$ cat src/rtl/pipeline_ctrl.sv
// pipeline_ctrl: hazard and sequencing controller for the five-stage pipeline.
// Produces the load-enable and flush controls for the PC register and the
// F/D, D/X, X/M and M/W latches. It detects load-use hazards, holds the
// front of the pipe while the multicycle mult/div unit runs, squashes the
// wrong path on a taken branch, and counts stall and flush cycles.

module pipeline_ctrl #(
    parameter int CNT_W = 16
) (
    input  logic             clock,
    input  logic             ctrl_reset,
    input  logic [31:0]      fd_ir,
    input  logic [31:0]      dx_ir,
    input  logic             branch_taken,
    input  logic             md_ready,
    output logic             pc_en,
    output logic             fd_en,
    output logic             dx_en,
    output logic             xm_en,
    output logic             mw_en,
    output logic             fd_flush,
    output logic             dx_flush,
    output logic             xm_flush,
    output logic             md_start,
    output logic             md_busy,
    output logic [CNT_W-1:0] stall_cycles,
    output logic [CNT_W-1:0] flush_cycles
);

    // ------------------------------------------------------------------
    // Instruction encoding
    // ------------------------------------------------------------------
    localparam logic [4:0] OP_RTYPE = 5'b00000;
    localparam logic [4:0] OP_BNE   = 5'b00010;
    localparam logic [4:0] OP_JR    = 5'b00100;
    localparam logic [4:0] OP_BLT   = 5'b00110;
    localparam logic [4:0] OP_SW    = 5'b00111;
    localparam logic [4:0] OP_LW    = 5'b01000;

    localparam logic [4:0] ALU_MUL  = 5'b00110;
    localparam logic [4:0] ALU_DIV  = 5'b00111;

    localparam logic [CNT_W-1:0] CNT_ONE = CNT_W'(1);
    localparam logic [CNT_W-1:0] CNT_MAX = '1;

    typedef enum logic {
        IDLE = 1'b0,
        BUSY = 1'b1
    } md_state_t;

    // ------------------------------------------------------------------
    // Field decode
    // ------------------------------------------------------------------
    logic [4:0] fd_opcode;
    logic [4:0] fd_rd;
    logic [4:0] fd_rs;
    logic [4:0] fd_rt;
    logic [4:0] dx_opcode;
    logic [4:0] dx_rd;
    logic [4:0] dx_aluop;

    assign fd_opcode = fd_ir[31:27];
    assign fd_rd     = fd_ir[26:22];
    assign fd_rs     = fd_ir[21:17];
    assign fd_rt     = fd_ir[16:12];
    assign dx_opcode = dx_ir[31:27];
    assign dx_rd     = dx_ir[26:22];
    assign dx_aluop  = dx_ir[6:2];

    // Fields the controller never looks at (shamt, low bits, D/X sources).
    logic unused_fields;
    assign unused_fields = ^{fd_ir[11:0], dx_ir[21:7], dx_ir[1:0]};

    // ------------------------------------------------------------------
    // Hazard classification
    // ------------------------------------------------------------------
    logic dx_is_lw;
    logic dx_is_md;
    logic fd_reads_rt;
    logic fd_reads_rd;
    logic load_use;

    // A load into r0 produces nothing to wait for.
    assign dx_is_lw = (dx_opcode == OP_LW) && (dx_rd != 5'd0);
    assign dx_is_md = (dx_opcode == OP_RTYPE) &&
                      ((dx_aluop == ALU_MUL) || (dx_aluop == ALU_DIV));

    // rs is always a source; R-types also read rt; stores, compare
    // branches and jr read the register named in the rd slot.
    assign fd_reads_rt = (fd_opcode == OP_RTYPE);
    assign fd_reads_rd = (fd_opcode == OP_SW)  || (fd_opcode == OP_BNE) ||
                         (fd_opcode == OP_BLT) || (fd_opcode == OP_JR);

    assign load_use = dx_is_lw &&
                      ((dx_rd == fd_rs) ||
                       (fd_reads_rt && (dx_rd == fd_rt)) ||
                       (fd_reads_rd && (dx_rd == fd_rd)));

    // ------------------------------------------------------------------
    // Mult/div sequencer
    // ------------------------------------------------------------------
    md_state_t state;
    logic      md_hold;
    logic      md_release;

    // The start cycle already holds the pipe; BUSY keeps holding until the
    // cycle md_ready arrives, which is the release cycle.
    assign md_hold    = ((state == IDLE) && dx_is_md) ||
                        ((state == BUSY) && !md_ready);
    assign md_release = (state == BUSY) && md_ready;

    // FSM: IDLE waits for a mul/div in D/X, BUSY waits for md_ready.
    always_ff @(posedge clock or posedge ctrl_reset) begin
        if (ctrl_reset) begin
            state <= IDLE;
        end else begin
            // NOTE: sequential state is written with non-blocking assignments
            // so every flop samples pre-edge values, independent of block order.
            unique case (state)
                IDLE:    if (dx_is_md) state <= BUSY;
                BUSY:    if (md_ready) state <= IDLE;
                default: state <= IDLE;
            endcase
        end
    end

    assign md_busy = (state == BUSY);

    // ------------------------------------------------------------------
    // Latch controls
    // ------------------------------------------------------------------
    logic flush_win;

    // Prioritised latch controls: mult/div hold, branch squash, load-use
    // bubble, then free-running.
    always_comb begin
        // NOTE: every output gets a default first so no path through the
        // if/else chain leaves one unassigned and infers a latch.
        pc_en     = 1'b1;
        fd_en     = 1'b1;
        dx_en     = 1'b1;
        xm_en     = 1'b1;
        mw_en     = 1'b1;
        fd_flush  = 1'b0;
        dx_flush  = 1'b0;
        xm_flush  = 1'b0;
        md_start  = 1'b0;
        flush_win = 1'b0;

        if (ctrl_reset) begin
            pc_en = 1'b0;
            fd_en = 1'b0;
            dx_en = 1'b0;
            xm_en = 1'b0;
            mw_en = 1'b0;
        end else if (md_hold) begin
            // Freeze PC, F/D, D/X; keep a bubble flowing into X/M.
            pc_en    = 1'b0;
            fd_en    = 1'b0;
            dx_en    = 1'b0;
            xm_flush = 1'b1;
            md_start = (state == IDLE);
        end else if (branch_taken) begin
            // Wrong-path instructions in F/D and D/X become nops.
            fd_flush  = 1'b1;
            dx_flush  = 1'b1;
            flush_win = 1'b1;
        end else if (load_use) begin
            // One bubble: hold the consumer while the load moves to X/M.
            pc_en    = 1'b0;
            fd_en    = 1'b0;
            dx_flush = 1'b1;
        end
        // On md_release everything advances and X/M captures the mult/div
        // result, which the default (no flush) already provides.
    end

    logic unused_release;
    assign unused_release = md_release;

    // ------------------------------------------------------------------
    // Performance counters
    // ------------------------------------------------------------------

    // Saturating count of cycles where the PC is frozen.
    always_ff @(posedge clock or posedge ctrl_reset) begin
        if (ctrl_reset) begin
            stall_cycles <= '0;
        end else if (!pc_en && (stall_cycles != CNT_MAX)) begin
            stall_cycles <= stall_cycles + CNT_ONE;
        end
    end

    // Saturating count of cycles where a taken branch squashes the front.
    always_ff @(posedge clock or posedge ctrl_reset) begin
        if (ctrl_reset) begin
            flush_cycles <= '0;
        end else if (flush_win && (flush_cycles != CNT_MAX)) begin
            flush_cycles <= flush_cycles + CNT_ONE;
        end
    end

endmodule
$ cat config.mk
export PLATFORM = sky130hd
export DESIGN_NAME = pipeline_ctrl
export DESIGN_NICKNAME = d
export VERILOG_FILES = /design/src/rtl/pipeline_ctrl.sv
export SDC_FILE = /design/constraint.sdc
export NUM_CORES = 1
export LEC_CHECK = 0
export ABC_AREA = 1
export BUFFER_PORTS_ARGS = -buffer_cell sky130_fd_sc_hd__clkbuf_2
export CELL_PAD_IN_SITES_DETAIL_PLACEMENT = 1
export CELL_PAD_IN_SITES_GLOBAL_PLACEMENT = 2
export CORE_MARGIN = 2
export CORE_UTILIZATION = 26
export CTS_CLUSTER_SIZE = 24
export DETAILED_ROUTE_END_ITERATION = 8
export PLACE_DENSITY = 0.84
export SETUP_SLACK_MARGIN = 0.2
export SKIP_CTS_REPAIR_TIMING = 1
export SLEW_MARGIN = 20
export SYNTH_ARGS = -nofsm -noshare
export SYNTH_HDL_FRONTEND = slang
export SYNTH_SLANG_ARGS = --single-unit
$ cat constraint.sdc
create_clock -name clock -period 7.2 [get_ports clock]
set_input_delay 1.44 -clock clock [delete_from_list [all_inputs] [get_ports clock]]
set_output_delay 1.44 -clock clock [all_outputs]
set_load 0.02 [all_outputs]
# ---- Word level (Yosys, flattened, before mapping)
# Index checks and enable logic that the tools add are counted.
# Widths: inputs -> output; s select.
dict set report word_totals {
  regBits 33
  input_bits 68
}
dict set report classes {
  n_addsub 2
  n_eq_ne 12
  muxes 21
  n_bitwise 1
  n_reduce_logical 21
}
# op count
set ops {}
lappend ops {{$add 16x1->16 const B} 2}
lappend ops {{$ne 16x16->1 const B} 2}
lappend ops {{$eq 5x3->1 const B} 5}
lappend ops {{$mux 1} 20}
lappend ops {{$eq 5x5->1} 3}
lappend ops {{$logic_not 5->1} 2}
lappend ops {{$logic_and 1x1->1} 9}
lappend ops {{$logic_or 1x1->1} 7}
lappend ops {{$eq 5x2->1 const B} 1}
lappend ops {{$eq 5x4->1 const B} 1}
lappend ops {{$reduce_bool 5->1} 1}
lappend ops {{$logic_not 1->1} 2}
lappend ops {{$pmux 1 s2} 1}
lappend ops {{$not 1->1} 1}

# ---- Longest topological paths before layout
# Gate-level depths: netlist of the first run.
dict set report depth {
  word_depth 13
  ltp_mapped 14
}

# ---- Worst setup path before layout of the first run
# OpenSTA, ideal clock, no wires.
dict set report synth_timing {
  path_type {input-to-output}
  startpoint {input ctrl_reset}
  endpoint {output pc_en}
  arrival_time_ps 3426
  path_slack_ps 2334
  path_stages 8
  path_buffers 3
  cell_sequence {inv_1 -> nand2_1 -> inv_2 -> nand2_2 -> buf_6 -> buf_6 -> nand2_1 -> buf_4}
}
dict set report synth_between {
  elab_chain_len 1
}
# element line_no
set synth_rtl {}
lappend synth_rtl {{start: declaration} 11} ;# input logic ctrl_reset,
lappend synth_rtl {{$mux 1} -}
lappend synth_rtl {{end: declaration} 16} ;# output logic pc_en,
# No other way between the ends.

# ---- Worst setup path in the final report of the first run
dict set report layout_timing {
  startpoint {input ctrl_reset}
  endpoint {output fd_en}
}
dict set report layout_between {
  elab_chain_len 1
}
# element line_no
set layout_rtl {}
lappend layout_rtl {{$mux 1} 150} ;# if (ctrl_reset) begin
lappend layout_rtl {{end: declaration} 17} ;# output logic fd_en,
# No other way between the ends.

==> results.cfg, run 1 <==
[sta]
fmax_ghz = 0.227
fin_tns_setup_ps = 0
slew_headroom = 0.660
rsz0062_at_grt = false
setup_ws_ps = 2790
setup-violations-final = 0
period_needed_ps = 4410
post-route-period-util = 0.613
hold_viol_final = 0
tightest_slew_ps = 505
fin_skew_ps = 6.67
slew_violations = 0

[synth]
synth_mux_area_frac = 0
syn-num-nets = 416
ys_types = 29
synth_xor_xnor_area_share = 0.115
synth_top_area_cell = dfrtp_1
netlist_instances = 346
ys_warn_count = 0
synthTopCellsByArea = dfrtp_1 34%, nand2_1 18%, xor2_1 6.8%, inv_1 6.0%, nand4_1 5.6%
synth_top_cell_area_share = 0.338
synth_compound_area_frac = 0.0358
synth.most_common_cell = nand2_1
yosysSeqAreaShare = 0.338
ys.flop_type = dfrtp_1
ys_async_sr_fraction = 1.00
syn_area_um2 = 2440
avgSynthCellArea_um2 = 7.06
synth_fa_ha_area_frac = 0.0102
synth_edf_count = 0
synth_top_family_by_area = simple AND/OR/NAND/NOR gates
synthSimpleGateAreaFrac = 0.401
synth-seq-cells = 33
synth_top_cells_by_count = 119 x nand2_1, 39 x inv_1, 33 x dfrtp_1

[job]
drv.max_cap_violation_count = 0

[global_route]
grt_pass1_vias = 2591
grt_overflow = 0
grt_max_degree = 37
track_usage = 0.146
antenna_found_initial = 0
grt_pass1_wl_um = 12000

[place]
gp_congestion = 0.797
io_buffers = 79
hpwl_um = 5520
pre_cts_slack_ps = 2720

[layout]
fillers = 1187
diodes = 0
final-seq-area_um2 = 826
drive_gt1_frac = 0.245
final_nets = 494
areaGrowthSynthToFinish_pct = 22.1
multiInputGateArea_um2 = 1370

[clocking]
clk_pin_slew_ps = 70
cts_tree = built
cts_buffers = 5
cts.sinks = 33
cts_max_level = 2
cts-root-buf = clkbuf_8
clockBufferDepth = 2
clock_latency_ps = 280

[routing]
wirelength_um = 7040
drtIter0Drc = 41
wire_per_inst_um = 13.1
wl_met2_um = 3680
drc_errors = 0
m1WireLength_um = 3040
routed_via_density = 4.65
wl_met3_um = 247
ant_nets = 0
dr.pass1.iters = 4
vias = 2491
routed.top_layer = met4

[critical_path]
cp_max_fo = 36
cp.arrival_ps = 2970
path_class = primary input to output pin
start_kind = primary input
cp_slowest_stage_delay_ps = 400
r2r_cells = 10
crit_slowest_cell = buf_4
worst-endpoint-required_ps = 5760
cp_cell_sequence = clkbuf_2 > inv_1 > buf_4 > nand2_1 > inv_2 > nand2_2 > nand2_1 > clkbuf_2
cp-end-kind = output pin

[floorplan]
dieArea_um2 = 10200
fp-row-count = 35
coreArea_um2 = 9200
die_h_um = 101
io_pins = 110
start_util = 0.266
die_w_um = 101

[power]
power.density_nw_per_um2 = 186
power.leakage_nw = 1.56
vdd_ir_drop_max_mv = 0.0748

[status]
run_status = completed

[hold_path]
holdPathStages = 2
hp-class = flip-flop to flip-flop
==> critical path: cells and delay by family <==
kind	cells	cell delay (ps)
buf+inv	5	860
simple gates	3	660
==> layer usage <==
metal | vias up | global-route usage
li1 | 1253 | -
met1 | 1184 | 0.174
met2 | 47 | 0.273
met3 | 7 | 0.0277
met4 | 0 | 0.0270
met5 | - | 0
==> sequential cells by signal, summed over array words and instances (netlist names) <==
signal and cells:
stall_cycles 16, flush_cycles 16, md_busy 1
==> logic make-up (layout without fill, tap and decap cells) <==
logic type               Yosys count  after routing
adder cells (fa/ha/maj)            2              2
flip-flops                        33             33
XOR/XNOR                          32             32
buffers and inverters             51            130
AND/OR/NAND/NOR                  214            214
AO/OA/AOI/OAI                     14             14
==> layout make-up <==
| cell class | instances | area share |
|---|---|---|
| clock inverter | 2 | 0.00336 |
| inverter | 42 | 0.0537 |
| sequential | 33 | 0.277 |
| multi-input combinational | 262 | 0.460 |
| timing repair buffer | 80 | 0.135 |
| tap | 111 | 0.0466 |
| clock buffer | 6 | 0.0243 |
==> path summary, 6_finish.rpt <==
path / from / end / slack (ps)
max in group asynchronous: ctrl_reset / stall_cycles[10] / 5580
setup / recovery: ctrl_reset / fd_en / 2790
hold reg to reg: stall_cycles[15] / stall_cycles[15] / 530
setup reg to reg: flush_cycles[0] / flush_cycles[4] / 5180
min in group asynchronous: ctrl_reset / flush_cycles[11] / 1280
hold / removal: stall_cycles[15] / stall_cycles[15] / 530
==> stage by stage <==
step	instance area (µm²)	total power [mW]	utilization	cells	hold slack (ps)
floorplan	2440	0.362	-	346	594
global placement	2900	0.421	0.315	528	479
detailed placement	2900	0.428	0.315	528	508
CTS	2980	0.568	0.324	536	524
global route	2980	0.599	0.324	536	564
finish	2980	0.555	0.324	536	525
==> layout by cell type (no fill, tap or decap), drive strengths merged, types with 4 or more instances in the layout <==
cell type    n
xor2        19
nand3       20
clkbuf      85
nand4       22
dfrtp       33
inv         42
nand2      123
nor2        30
o21ai       13
xnor2       13
nor3        13
nand3b       4
==> power by group <==
part           internal, mW  leakage (nW)  switching (mW)  total, mW
Combinational        0.0639          1.07           0.111      0.174
Sequential            0.210         0.446          0.0366      0.246
Clock                0.0670        0.0450          0.0676      0.135
Total                 0.340          1.56           0.215      0.555
No activity file was read; power rests on OpenSTA's default activity.
==> inputs of run 2 (changes only) <==
- CORE_UTILIZATION: 26 -> 24
- PLACE_DENSITY: 0.84 -> 0.78
- clock period: 7.2 -> 4.1 ns (I/O delays scaled with it)
==> run 2 against run 1 <==
  * Sequential share of layout area decreased by 0.49 points
  * Core utilization decreased by 1.5 points
  * Via count decreased by 1.8%
  * First-iteration DRC count increased by 39%
  * Highest routed layer unchanged
==> results.cfg, run 2 (same netlist as run 1, synthesis figures left out) <==
[status]
run_status = completed

[floorplan]
dieArea_um2 = 11000
fp-row-count = 36
coreArea_um2 = 9820
die_w_um = 105
die_h_um = 105
io_pins = 110
start_util = 0.249

[sta]
tightest_slew_ps = 584
worst_hold_slack_ps = 506
setup-violations-final = 0
post-route-period-util = 0.731
slew_headroom = 0.607
hold_viol_final = 0
period_needed_ps = 3000
fin_tns_setup_ps = 0
rsz0062_at_grt = false
fin_skew_ps = 11.9
slew_violations = 0
fmax_ghz = 0.334

[critical_path]
cp.arrival_ps = 2180
cp-end-kind = output pin
cp_max_fo = 19
worst-endpoint-required_ps = 3280
r2r_start = flush_cycles[0]
startpoint = dx_ir[28]
critPathTopFamily = buffers and inverters
r2r_cells = 10
reg2reg_to = flush_cycles[6]
worstPathBufferInverterCount = 4
start_kind = primary input
critPathCapture = pc_en
cp_cell_sequence = clkbuf_2 > nor2_1 > nand4_1 > o21a_1 > nand2_1 > inv_2 > nand2_2 > buf_4 > nand2_1 > clkbuf_2
rrSetupSlack_ps = 2100
cp_slowest_stage_delay_ps = 240
path_class = primary input to output pin
worst-path-stages = 10
crit_slowest_cell = buf_4

[routing]
routed_via_density = 4.38
vias = 2446
wirelength_um = 7100
drtIter0Drc = 57
ant_nets = 0
wire_per_inst_um = 12.7
dr.pass1.iters = 4
drc_errors = 0

[layout]
areaGrowthSynthToFinish_pct = 24.3
utilization = 0.309
fillers = 1307
final_common_cell = nand2_1
final_nets = 495
mostFrequentLayoutCells = 119 x nand2_1, 79 x clkbuf_2, 39 x inv_1, 33 x dfrtp_1, 28 x nor2_1
diodes = 0
layoutNonFillerInstCount = 559
drive_gt1_frac = 0.249

[clocking]
cts_max_level = 2
clockBufferDepth = 2
clock_latency_ps = 290
cts-root-buf = clkbuf_8
cts_buffers = 5
clk_pin_slew_ps = 70
cts_tree = built
cts.sinks = 33

[hold_path]
hp-class = flip-flop to flip-flop

[global_route]
grt_pass1_wl_um = 12200
grt_overflow = 0
grt_max_degree = 36
grt_pass1_vias = 2607
antenna_found_initial = 0
track_usage = 0.135

[job]
drv.max_cap_violation_count = 0

[place]
gp_congestion = 0.817
hpwl_um = 5650
dpl.cell_count = 551
io_buffers = 79

[power]
power.density_nw_per_um2 = 335
power.leakage_nw = 1.57
totalPowerFinal_mw = 1.02
vdd_ir_drop_max_mv = 0.117
## run 2: layer usage
layer / vias to the layer above / GRT usage / wire length, µm
met3: 5 / 0.0250 / 181
met4: 0 / 0.0238 / 39
li1: 1258 / - / -
met2: 34 / 0.254 / 3810
met5: - / 0 / 0
met1: 1149 / 0.160 / 3070
## run 2: worst register-to-register path, stage by stage (launching register included)
cell,delay [ps]
dfrtp_1,460
ha_1,290
nand3_1,120
inv_1,130
nand3_1,150
nor3_2,150
nand2_1,110
nand2_4,210
inv_4,130
nand2_1,100
o21ai_2,50
## run 2: cell type report
cell class,count,area (µm²),share of cell area
clock buffers,7,96.3,0.0317
multi-input cells,262,1370,0.452
inverters,42,160,0.0527
clock inverters,1,5.00,0.00165
flip-flops and latches,33,826,0.272
repair buffers,81,410,0.135
well taps,133,166,0.0548
## run 2: worst min path at each step
stage	startpoint	end	slack [ps]	depth (start not counted)
floorplan	stall_cycles[15]	stall_cycles[15]	590	2
global placement	stall_cycles[15]	stall_cycles[15]	480	2
detailed placement	stall_cycles[15]	stall_cycles[15]	500	2
CTS	stall_cycles[15]	stall_cycles[15]	510	2
global route	stall_cycles[15]	stall_cycles[15]	530	2
finish	stall_cycles[15]	stall_cycles[15]	510	2
## run 2: through the flow
stage / cell area, µm² / worst slack, ps
floorplan: 2440 / 474
global placement: 2940 / 1130
detailed placement: 2940 / 1070
CTS: 3040 / 1070
global route: 3040 / 913
finish: 3040 / 1100
## run 2: where the power goes
part / switching, mW / internal (mW)
Combinational: 0.192 / 0.113
Sequential: 0.0622 / 0.368
Clock: 0.129 / 0.152
Total: 0.384 / 0.633
